$ cat src/rtl/prio_arbiter_rr.sv
// -----------------------------------------------------------------------------
// prio_arbiter_rr
//
// Registered request arbiter with selectable fixed (bit 0 highest) or
// round-robin priority, optional grant locking for multi-cycle transfers and
// an encoded grant index. The grant is registered, so gnt never depends
// combinationally on req.
//
// Parameters:
//   SIZE     number of requesters (>= 1, any value)
//   MODE     0 = fixed priority, 1 = round-robin
//   LOCK_EN  1 = granted requester keeps the grant while its req stays high
//   IDX_W    width of gnt_idx, derived from SIZE
//
// Ports:
//   clk        clock, all state changes on the rising edge
//   rst        synchronous active-high reset
//   req        request vector, one bit per requester
//   gnt        registered one-hot grant, zero when idle
//   gnt_valid  OR-reduction of gnt
//   gnt_idx    binary index of the set gnt bit, 0 when idle
// -----------------------------------------------------------------------------
module prio_arbiter_rr #(
    parameter  int SIZE    = 4,
    parameter  int MODE    = 1,
    parameter  int LOCK_EN = 1,
    localparam int IDX_W   = (SIZE > 1) ? $clog2(SIZE) : 1
) (
    input  logic             clk,
    input  logic             rst,
    input  logic [SIZE-1:0]  req,
    output logic [SIZE-1:0]  gnt,
    output logic             gnt_valid,
    output logic [IDX_W-1:0] gnt_idx
);

    logic [SIZE-1:0]  gnt_q;
    logic [SIZE-1:0]  gnt_d;
    logic [IDX_W-1:0] ptr_q;
    logic [IDX_W-1:0] ptr_d;

    logic             hold;
    logic             found;
    logic [IDX_W-1:0] win_idx;
    logic [IDX_W-1:0] start_idx;
    int               k;

    // Mask of all requester positions whose index has bit b set; used to
    // build the one-hot to binary encoder as a plain OR per index bit.
    function automatic logic [SIZE-1:0] idx_mask(input int b);
        logic [SIZE-1:0] m;
        m = '0;
        for (int i = 0; i < SIZE; i++) begin
            m[i] = (((i >> b) & 1) == 1);
        end
        return m;
    endfunction

    genvar gi;
    generate
        for (gi = 0; gi < IDX_W; gi++) begin : g_enc
            assign gnt_idx[gi] = |(gnt_q & idx_mask(gi));
        end
    endgenerate

    assign gnt       = gnt_q;
    assign gnt_valid = |gnt_q;

    // gnt_q is one-hot, so "the granted requester still requests" is simply
    // a non-empty overlap between req and gnt_q.
    assign hold = (LOCK_EN != 0) && ((req & gnt_q) != '0);

    assign start_idx = (MODE == 1) ? ptr_q : '0;

    // Circular search from start_idx upward, wrapping modulo SIZE. The
    // wrap is done by subtraction so non-power-of-two SIZE never yields an
    // index beyond SIZE-1.
    always_comb begin
        found   = 1'b0;
        win_idx = '0;
        k       = 0;
        for (int off = 0; off < SIZE; off++) begin
            k = int'(start_idx) + off;
            if (k >= SIZE) begin
                k = k - SIZE;
            end
            if (!found && req[k]) begin
                found   = 1'b1;
                win_idx = k[IDX_W-1:0];
            end
        end
    end

    always_comb begin
        gnt_d = gnt_q;
        ptr_d = ptr_q;
        if (!hold) begin
            gnt_d = '0;
            if (found) begin
                gnt_d[win_idx] = 1'b1;
                if (MODE == 1) begin
                    // Winner drops to lowest priority for the next round.
                    if (win_idx == IDX_W'(SIZE - 1)) begin
                        ptr_d = '0;
                    end else begin
                        ptr_d = win_idx + 1'b1;
                    end
                end
            end
        end
    end

    always_ff @(posedge clk) begin
        if (rst) begin
            gnt_q <= '0;
            ptr_q <= '0;
        end else begin
            gnt_q <= gnt_d;
            ptr_q <= ptr_d;
        end
    end

endmodule

$ cat config.mk
export PLATFORM = sky130hd
export DESIGN_NAME = prio_arbiter_rr
export DESIGN_NICKNAME = d
export VERILOG_FILES = /design/src/rtl/prio_arbiter_rr.sv
export SDC_FILE = /design/constraint.sdc
export NUM_CORES = 1
export LEC_CHECK = 0
export CAP_MARGIN = 20
export CORE_AREA = 3 3 40 42
export CTS_CLUSTER_SIZE = 8
export DETAILED_ROUTE_END_ITERATION = 8
export DIE_AREA = 0 0 43 45
export DONT_BUFFER_PORTS = 1
export GPL_TIMING_DRIVEN = 0
export SLEW_MARGIN = 20
export SYNTH_ARGS = -nofsm -noshare
export SYNTH_HDL_FRONTEND = slang
export SYNTH_SLANG_ARGS = --single-unit
$ cat constraint.sdc
create_clock -name clk -period 2.87 [get_ports clk]
set_input_delay 0.574 -clock clk [delete_from_list [all_inputs] [get_ports clk]]
set_output_delay 0.574 -clock clk [all_outputs]
set_load 0.005 [all_outputs]
==> flow_results.org, run 1 <==
** Timing
- Headroom to the max-slew limit came out at 67.97%.
- For the finished layout, the period the worst path requires is 1771 ps.
- For the pin with the worst max-slew slack, the measured transition is 476.7 ps.
- Count of final max-slew check failures :: 0
- Setup repair after global routing left no endpoint under its margin.
- Final hold vios :: 0
- After routing, the total negative slack on setup checks comes to 0 ps.
- Clock skew on the completed layout was measured at 4.671 ps.
- Setup violations remaining at the end of the flow were counted as 0.
- The worst path meets setup with 1099 ps of slack.
- Derived from the worst setup path, the maximum achievable clock frequency is 564.7 MHz.
- Fraction of the cycle the final worst path needs :: 61.70%

** Critical path
- The worst setup path is captured at an output port.
- Number of cells on the worst reg-to-reg path :: 7
- CP required :: 2300 ps
- The setup path with the least slack is of type reg -> out.
- CP arrival :: 1200 ps
- Type of origin of the critical path :: flip-flop
- In this run the worst path has a maximum fanout of 5.

** Clock network
- Resize count post-CTS :: 0
- Post-CTS Setup Inserts :: 0
- The number of hold buffers added after CTS was 0.
- For the worst-skew pair, the clock arrives at the later sink with an insertion delay of 240 ps.
- Number of buffers on the longest clock path :: 2
- The tree is rooted in a clkbuf_4.
- CTS built an H-tree with a depth of 1.
- TritonCTS built the clock tree.
- Sink Count :: 6
- Num CTS Buffers :: 3
- Clock-pin slew was measured on the worst setup and hold paths at 50 ps.

** Synthesis
- Averaged over all synthesized cells, the footprint is 7.900 um2.
- Yosys mapped the design onto 24 distinct sky130hd cell types.
- Ranked by total cell area, the synthesized netlist is headed by dfxtp_1 30%, ha_1 12%, a21oi_1 8.7%.
- Most common cell in the netlist :: a21oi_1
- Synthesized flop and latch total :: 6
- Number of enable flip-flop cells after synthesis :: 0
- Of all cell types, the one taking the most synthesized area is dfxtp_1.
- After synthesis, the share of flip-flops with an asynchronous set or reset is 0%.
- Number of warnings issued by yosys :: 0
- In the synthesized netlist, the number of instances is 51.
- In this run the biggest area consumer among cell types represents 29.81% of the synthesized area.
- The number of nets in the synthesized netlist is 61.
- For this run, the leading register cell type out of synthesis is dfxtp_1.
- Syn Std Cell Area :: 402.9 um2
- Sequential element share of the synthesized area :: 29.81%
- Most common library cells after synthesis :: 7 x a21oi_1, 6 x dfxtp_1, 6 x nand2_1

** Route
- Total wire length after detailed routing :: 826 um
- Routed wl met2 :: 410 um
- The detailed router put a total of 379 um of wire on met1.
- Routed signal wires occupy layers up through met3.
- Dividing the detail-routed via count by the number of cells gives 5.362.
- In the final routed layout, each cell accounts on average for 11.97 um.
- DRC violations left :: 0
- In this run the remaining antenna-violating nets after routing total 0.
- For this block, the initial DRC count from the detailed router was 16.
- The routed layout has 370 vias.
- 1st-pass router iterations :: 4
- The routed design uses 36 um of met3 wire.

** Power
- Across the VDD grid, the largest voltage drop is 211.4 uV.
- Power density cells :: 753.5 mW/mm2
- In this run the static leakage power is 0.1940 nW.

** Place
- Weighted congestion reported at the end of routability-driven placement :: 0.7247
- HPWL after detailed placement :: 666.2 um
- Before CTS, the worst setup slack after placement is 1128 ps.
- PortBufs :: 0

** Worst hold path
- Along the worst hold path, the cell count comes to 1.
- Hold WC Path Type :: in -> reg

** Cells and area
- Area overhead of the layout relative to synthesis :: 10.25%
- The post-route netlist has 16.67% of its cells at a drive strength greater than 1.
- 0 antenna diodes ended up in the layout.
- Net count reported at finish :: 66

** Global routing
- Antenna violations before repair :: 0
- The first global-routing pass estimated 1366 um of wire.
- Across every metal layer, demand over resource in global routing totals 9.167%.
- For this run the aggregate overflow at the end of global routing stands at 0.
- The number of global-route vias before repair was 328.
- Maximum number of pins on one net before global-route repair :: 7

** Floorplanning
- From bottom edge to top edge, the die measures 45 um.
- Core area :: 0.001285 mm2
- Area of the die :: 0.001935 mm2
- I/O pin cnt :: 13
- In this run the horizontal extent of the chip is 43 um.
- Starting utilization of the core area :: 31.35%
- In this run the core area contains 13 standard-cell rows.

** Status
- The flow ran to the end, and the final reports show no timing, DRC or antenna violations.

** Job
- The tool flagged a number of max-cap violations equal to 0.
## cell usage in the layout, fill, tap and decap left out
master / synthesis / routed
a21oi_1: 7 / 7
nand2_1: 6 / 6
dfxtp_1: 6 / 6
nand3_1: 5 / 5
ha_1: 4 / 4
inv_1: 3 / 3
clkbuf_4: 0 / 3
nor2_1: 2 / 2
a22oi_1: 2 / 2
mux2i_1: 1 / 1
nand2b_1: 1 / 1
nor3_1: 1 / 1
o21a_1: 1 / 1
o22a_1: 1 / 1
or2_1: 1 / 1
or2_2: 1 / 1
or3_1: 1 / 1
and2_1: 1 / 1
buf_4: 1 / 1
or4_1: 1 / 1
buf_2: 1 / 1
nand3_2: 1 / 1
nand2_2: 1 / 1
a21oi_2: 1 / 1
a221oi_1: 1 / 1
## state kept, by name, indices dropped and copies added, names as in the netlist
name / cells
ptr_q: 2
gnt: 4
## worst max-delay path, stage by stage, from the launching register on
cell and delay (ps):
dfxtp_1 340, or2_1 270, or3_1 350
## per-stage QoR
stage	total power, mW	area [um2]	hold WS [ps]	std cells	util, %
4_1_cts	0.3371	444.2	390.2	69	34.57
6_report	0.3347	444.2	395.8	69	34.57
2_1_floorplan	0.2339	402.9	462.1	51	-
3_5_place_dp	0.2603	421.7	499.4	66	32.81
3_3_place_gp	0.2554	421.7	498.3	66	32.81
5_1_grt	0.3681	444.2	378.7	69	34.57
## where the power goes
part	leakage, nW	internal (mW)	switching, mW
clock	0.0138	0.0473	0.0295
combinational	0.131	0.0594	0.0703
sequential	0.0494	0.104	0.0246
## layer usage
layer  up-vias  track usage (%)
met2        10            14.37
met5         -                0
li1        185                -
met3         0            1.195
met1       175            12.08
met4         0            5.422
## cells by family after synthesis
group                    after synthesis  synth area share [%]
AO/OA/AOI/OAI                         13                 20.81
adder cells (fa/ha/maj)                4                 12.42
buffers and inverters                  5                 5.900
flip-flops                             6                 29.81
multiplexers                           1                 2.485
AND/OR/NAND/NOR                       22                 28.58
## worst paths after layout
| path | start | endpoint | slack, ps |
|---|---|---|---|
| worst max-delay path | gnt[3] | gnt_valid | 1100 |
| worst min-delay path | rst | ptr_q[1] | 400 |
| worst max register to register | ptr_q[1] | gnt[0] | 1170 |
| worst min register to register | gnt[2] | gnt[2] | 500 |
## area by class of cell
| cell class | instances | area, um2 |
|---|---|---|
| fillers | 139 | 840.8 |
| well taps | 15 | 18.77 |
| flip-flops and latches | 6 | 120.1 |
| multi-input cells | 40 | 259.0 |
| clock buffers | 3 | 22.52 |
| inverters | 3 | 11.26 |
| plain buffers | 2 | 12.51 |
Power figures use the tool's default switching activity.
==> run 2: changes to the inputs <==
==> constraint.sdc (replaced) <==
create_clock -name clk -period 1.55 [get_ports clk]
set_input_delay 0.31 -clock clk [delete_from_list [all_inputs] [get_ports clk]]
set_output_delay 0.31 -clock clk [all_outputs]
set_load 0.005 [all_outputs]
==> run 2 against run 1 <==
Compared with the run above: count of clock-buffer cells in the layout stayed put; largest power group unchanged; first-iteration DRC count fell by 31%; sequential share of layout area fell by 0.27 points; critical path depth did not move; largest cell class unchanged; non-clock buffer count stayed put; final cell count is the same.
==> flow_results.org, run 2 (synthesized netlist as in run 1, its figures left out) <==
** Critical path
- In this run the critical register-to-register path is launched from ptr_q[1].
- The slack of the worst reg-to-reg path came to 170 ps (-1000 ps).
- Worst Setup Path Type :: reg -> out
- The critical-path maximum fanout was 5 (unchanged).
- Worst Setup End Kind :: output port
- The depth of the worst register-to-register path came to 7 (unchanged).
- CP required :: 1240 ps (-1060 ps)
- FF-to-FF End :: gnt[0]
- Type of origin of the critical path :: flip-flop
- CP arrival :: 1180 ps (-20 ps)

** Timing
- Minimum clock period :: 1487 ps
- Setup repair after global routing left no endpoint under its margin.
- Count of final max-slew check failures :: 0 (unchanged)
- Slew at the pin closest to its max-slew limit :: 323.6 ps (-153.2 ps)
- The maximum clock skew at final layout is 4.518 ps (-0.1534 ps).
- In the finished design, the share of the clock period the worst path needs comes to 95.93%.
- Timing would allow up to 672.5 MHz.
- The worst hold slack across all endpoints is 124.5 ps (-271.3 ps).
- The final setup violation count is 0 (unchanged).
- Tightest slew margin relative to the limit :: 78.43% (+10 points)
- The final number of hold-violating endpoints was 0 (unchanged).

** Floorplanning
- Die Width :: 43 um (unchanged)
- The height of the die was 45 um (unchanged).
- The I/O pin count came to 13 (unchanged).
- Number of core rows :: 13 (unchanged)
- Core area :: 0.001285 mm2 (unchanged)
- The floorplan die area is 0.001935 mm2 (unchanged).
- Starting utilization of the core area :: 31.35% (unchanged)

** Global routing
- All-layer global routing usage :: 9.333% (+0.17 points)
- The total global routing overflow is 0 (unchanged).
- The largest net degree at the start of global routing was 7 (unchanged).
- The first-pass GRT wire length came to 1386 um (+1.5%).
- Via count of the first global-routing pass :: 331 (+0.91%)
- The initial antenna violation count was 0 (unchanged).

** Power
- Power density cells :: 1387 mW/mm2 (+84%)
- The total leakage power came to 0.1971 nW (+1.6%).
- Maximum VDD drop :: 372.8 uV (+76%)

** Route
- The average wire length per cell after detail routing came to 12.45 um (+4.0%).
- DRC violations left :: 0 (unchanged)
- The violation count after the first detailed-route iteration came to 11 (-5).
- The wire length after detailed routing is 859 um (+4.0%).
- 1st-pass router iterations :: 4 (unchanged)
- The routed via count came to 374 (+1.1%).
- Post-route antenna net violation count :: 0 (unchanged)
- Via/cell ratio :: 5.420 (+1.1%)

** Clock network
- TritonCTS built the clock tree.
- Clk pin slew, worst setup/hold paths :: 50 ps (about the same)
- The clock tree buffer depth was 2 (unchanged).
- H-tree levels :: 1 (unchanged)
- Buffer cell driving the clock tree root :: clkbuf_4
- Sink Count :: 6 (unchanged)
- The clock latency of the later-clocked register in the worst-skew pair is 240 ps (about the same).
- The buffers inserted during post-CTS setup optimization was 0 (unchanged).
- Num CTS Buffers :: 3 (unchanged)

** Job
- The max capacitance violation total came to 0 (unchanged).

** Worst hold path
- Hold WC Path Type :: in -> reg
- Hold path startpoint :: rst
- For hold timing, the worst endpoint is ptr_q[1].
- The count of cells along the worst hold path came to 1 (unchanged).

** Status
- Outcome :: completed

** Cells and area
- The number of flip-flops in the largest register came to 4 (unchanged).
- The fraction of layout cells with a size suffix above 1 came to 22.22% (+5.6 points).
- The library cell used most frequently in the layout, excluding fill and tap cells, is a21oi_1.
- The post-layout instance area was 457.9 um2 (+3.1%).
- Most frequent cells in the layout :: 7 x a21oi_1, 6 x nand2_1, 5 x nand3_1
- Net count reported at finish :: 66 (unchanged)
- The number of diodes is 0 (unchanged).
- Area overhead of the layout relative to synthesis :: 13.66%

** Place
- Total cell area at the placement stage :: 421.7 um2 (unchanged)
- The half-perimeter wire length after placement is 666.2 um (unchanged).
- Weighted congestion reported at the end of routability-driven placement :: 0.7247 (unchanged)
- PortBufs :: 0 (unchanged)
run 2: cell count changes in the layout (fill, tap and decap cells not counted):
cell,previous run,this run
dfxtp_2,0,2
dfxtp_1,6,4
nor3_4,0,1
nor3_1,1,0
run 2: report_power, final:
part           total [mW]  leakage, nW  switching [mW]  internal, mW
sequential          0.240       0.0502          0.0450         0.195
clock               0.142       0.0138          0.0545        0.0875
combinational       0.253        0.133           0.139         0.115
total               0.635        0.197           0.238         0.397
run 2: worst max-delay path, stage by stage (launching register included):
cell and delay (ps):
dfxtp_2 340, or2_1 260, or3_1 350
run 2: metrics by stage:
step	setup slack [ps]	total power, mW	TNS (ps)	util [%]	instances
6_report	63.11	0.6352	0	35.64	69
5_1_grt	11.13	0.6991	0	35.64	69
4_1_cts	28.95	0.6278	0	34.96	69
3_5_place_dp	-148.5	0.4819	-515.3	32.81	66
3_3_place_gp	-104.5	0.4729	-343.7	32.81	66
2_1_floorplan	65.18	0.4331	0	-	51
run 2: final cells by class:
type,instances,area [um2]
clock buffer,3,22.52
inverter,3,11.26
tap,15,18.77
sequential,6,122.6
multi-input combinational,40,270.3
fill,144,827.0
buffer,2,12.51
run 2: timing repair:
| action | CTS | global route |
|---|---|---|
| hold buffers | 0 | 0 |
| pin swaps | 1 | 0 |
| gates resized for setup | 1 | 3 |
| setup endpoints to repair | 5 | 6 |
run 2: worst max-delay path by stage:
stage,slack [ps],endpoint,from
finish,60,gnt_valid,gnt[3]
global route,10,gnt[0],ptr_q[1]
CTS,30,gnt[2],ptr_q[1]
detailed placement,-150,gnt[2],ptr_q[1]
global placement,-100,gnt[2],ptr_q[1]
floorplan,70,gnt[0],ptr_q[1]
run 2: metal layers:
| layer | wire length, um | global-route usage, % | vias to the layer above |
|---|---|---|---|
| met3 | 31 | 1.195 | 0 |
| met1 | 370 | 12.56 | 183 |
| met5 | 0 | 0 | - |
| met4 | 0 | 5.422 | 0 |
| li1 | - | - | 185 |
| met2 | 457 | 14.37 | 6 |
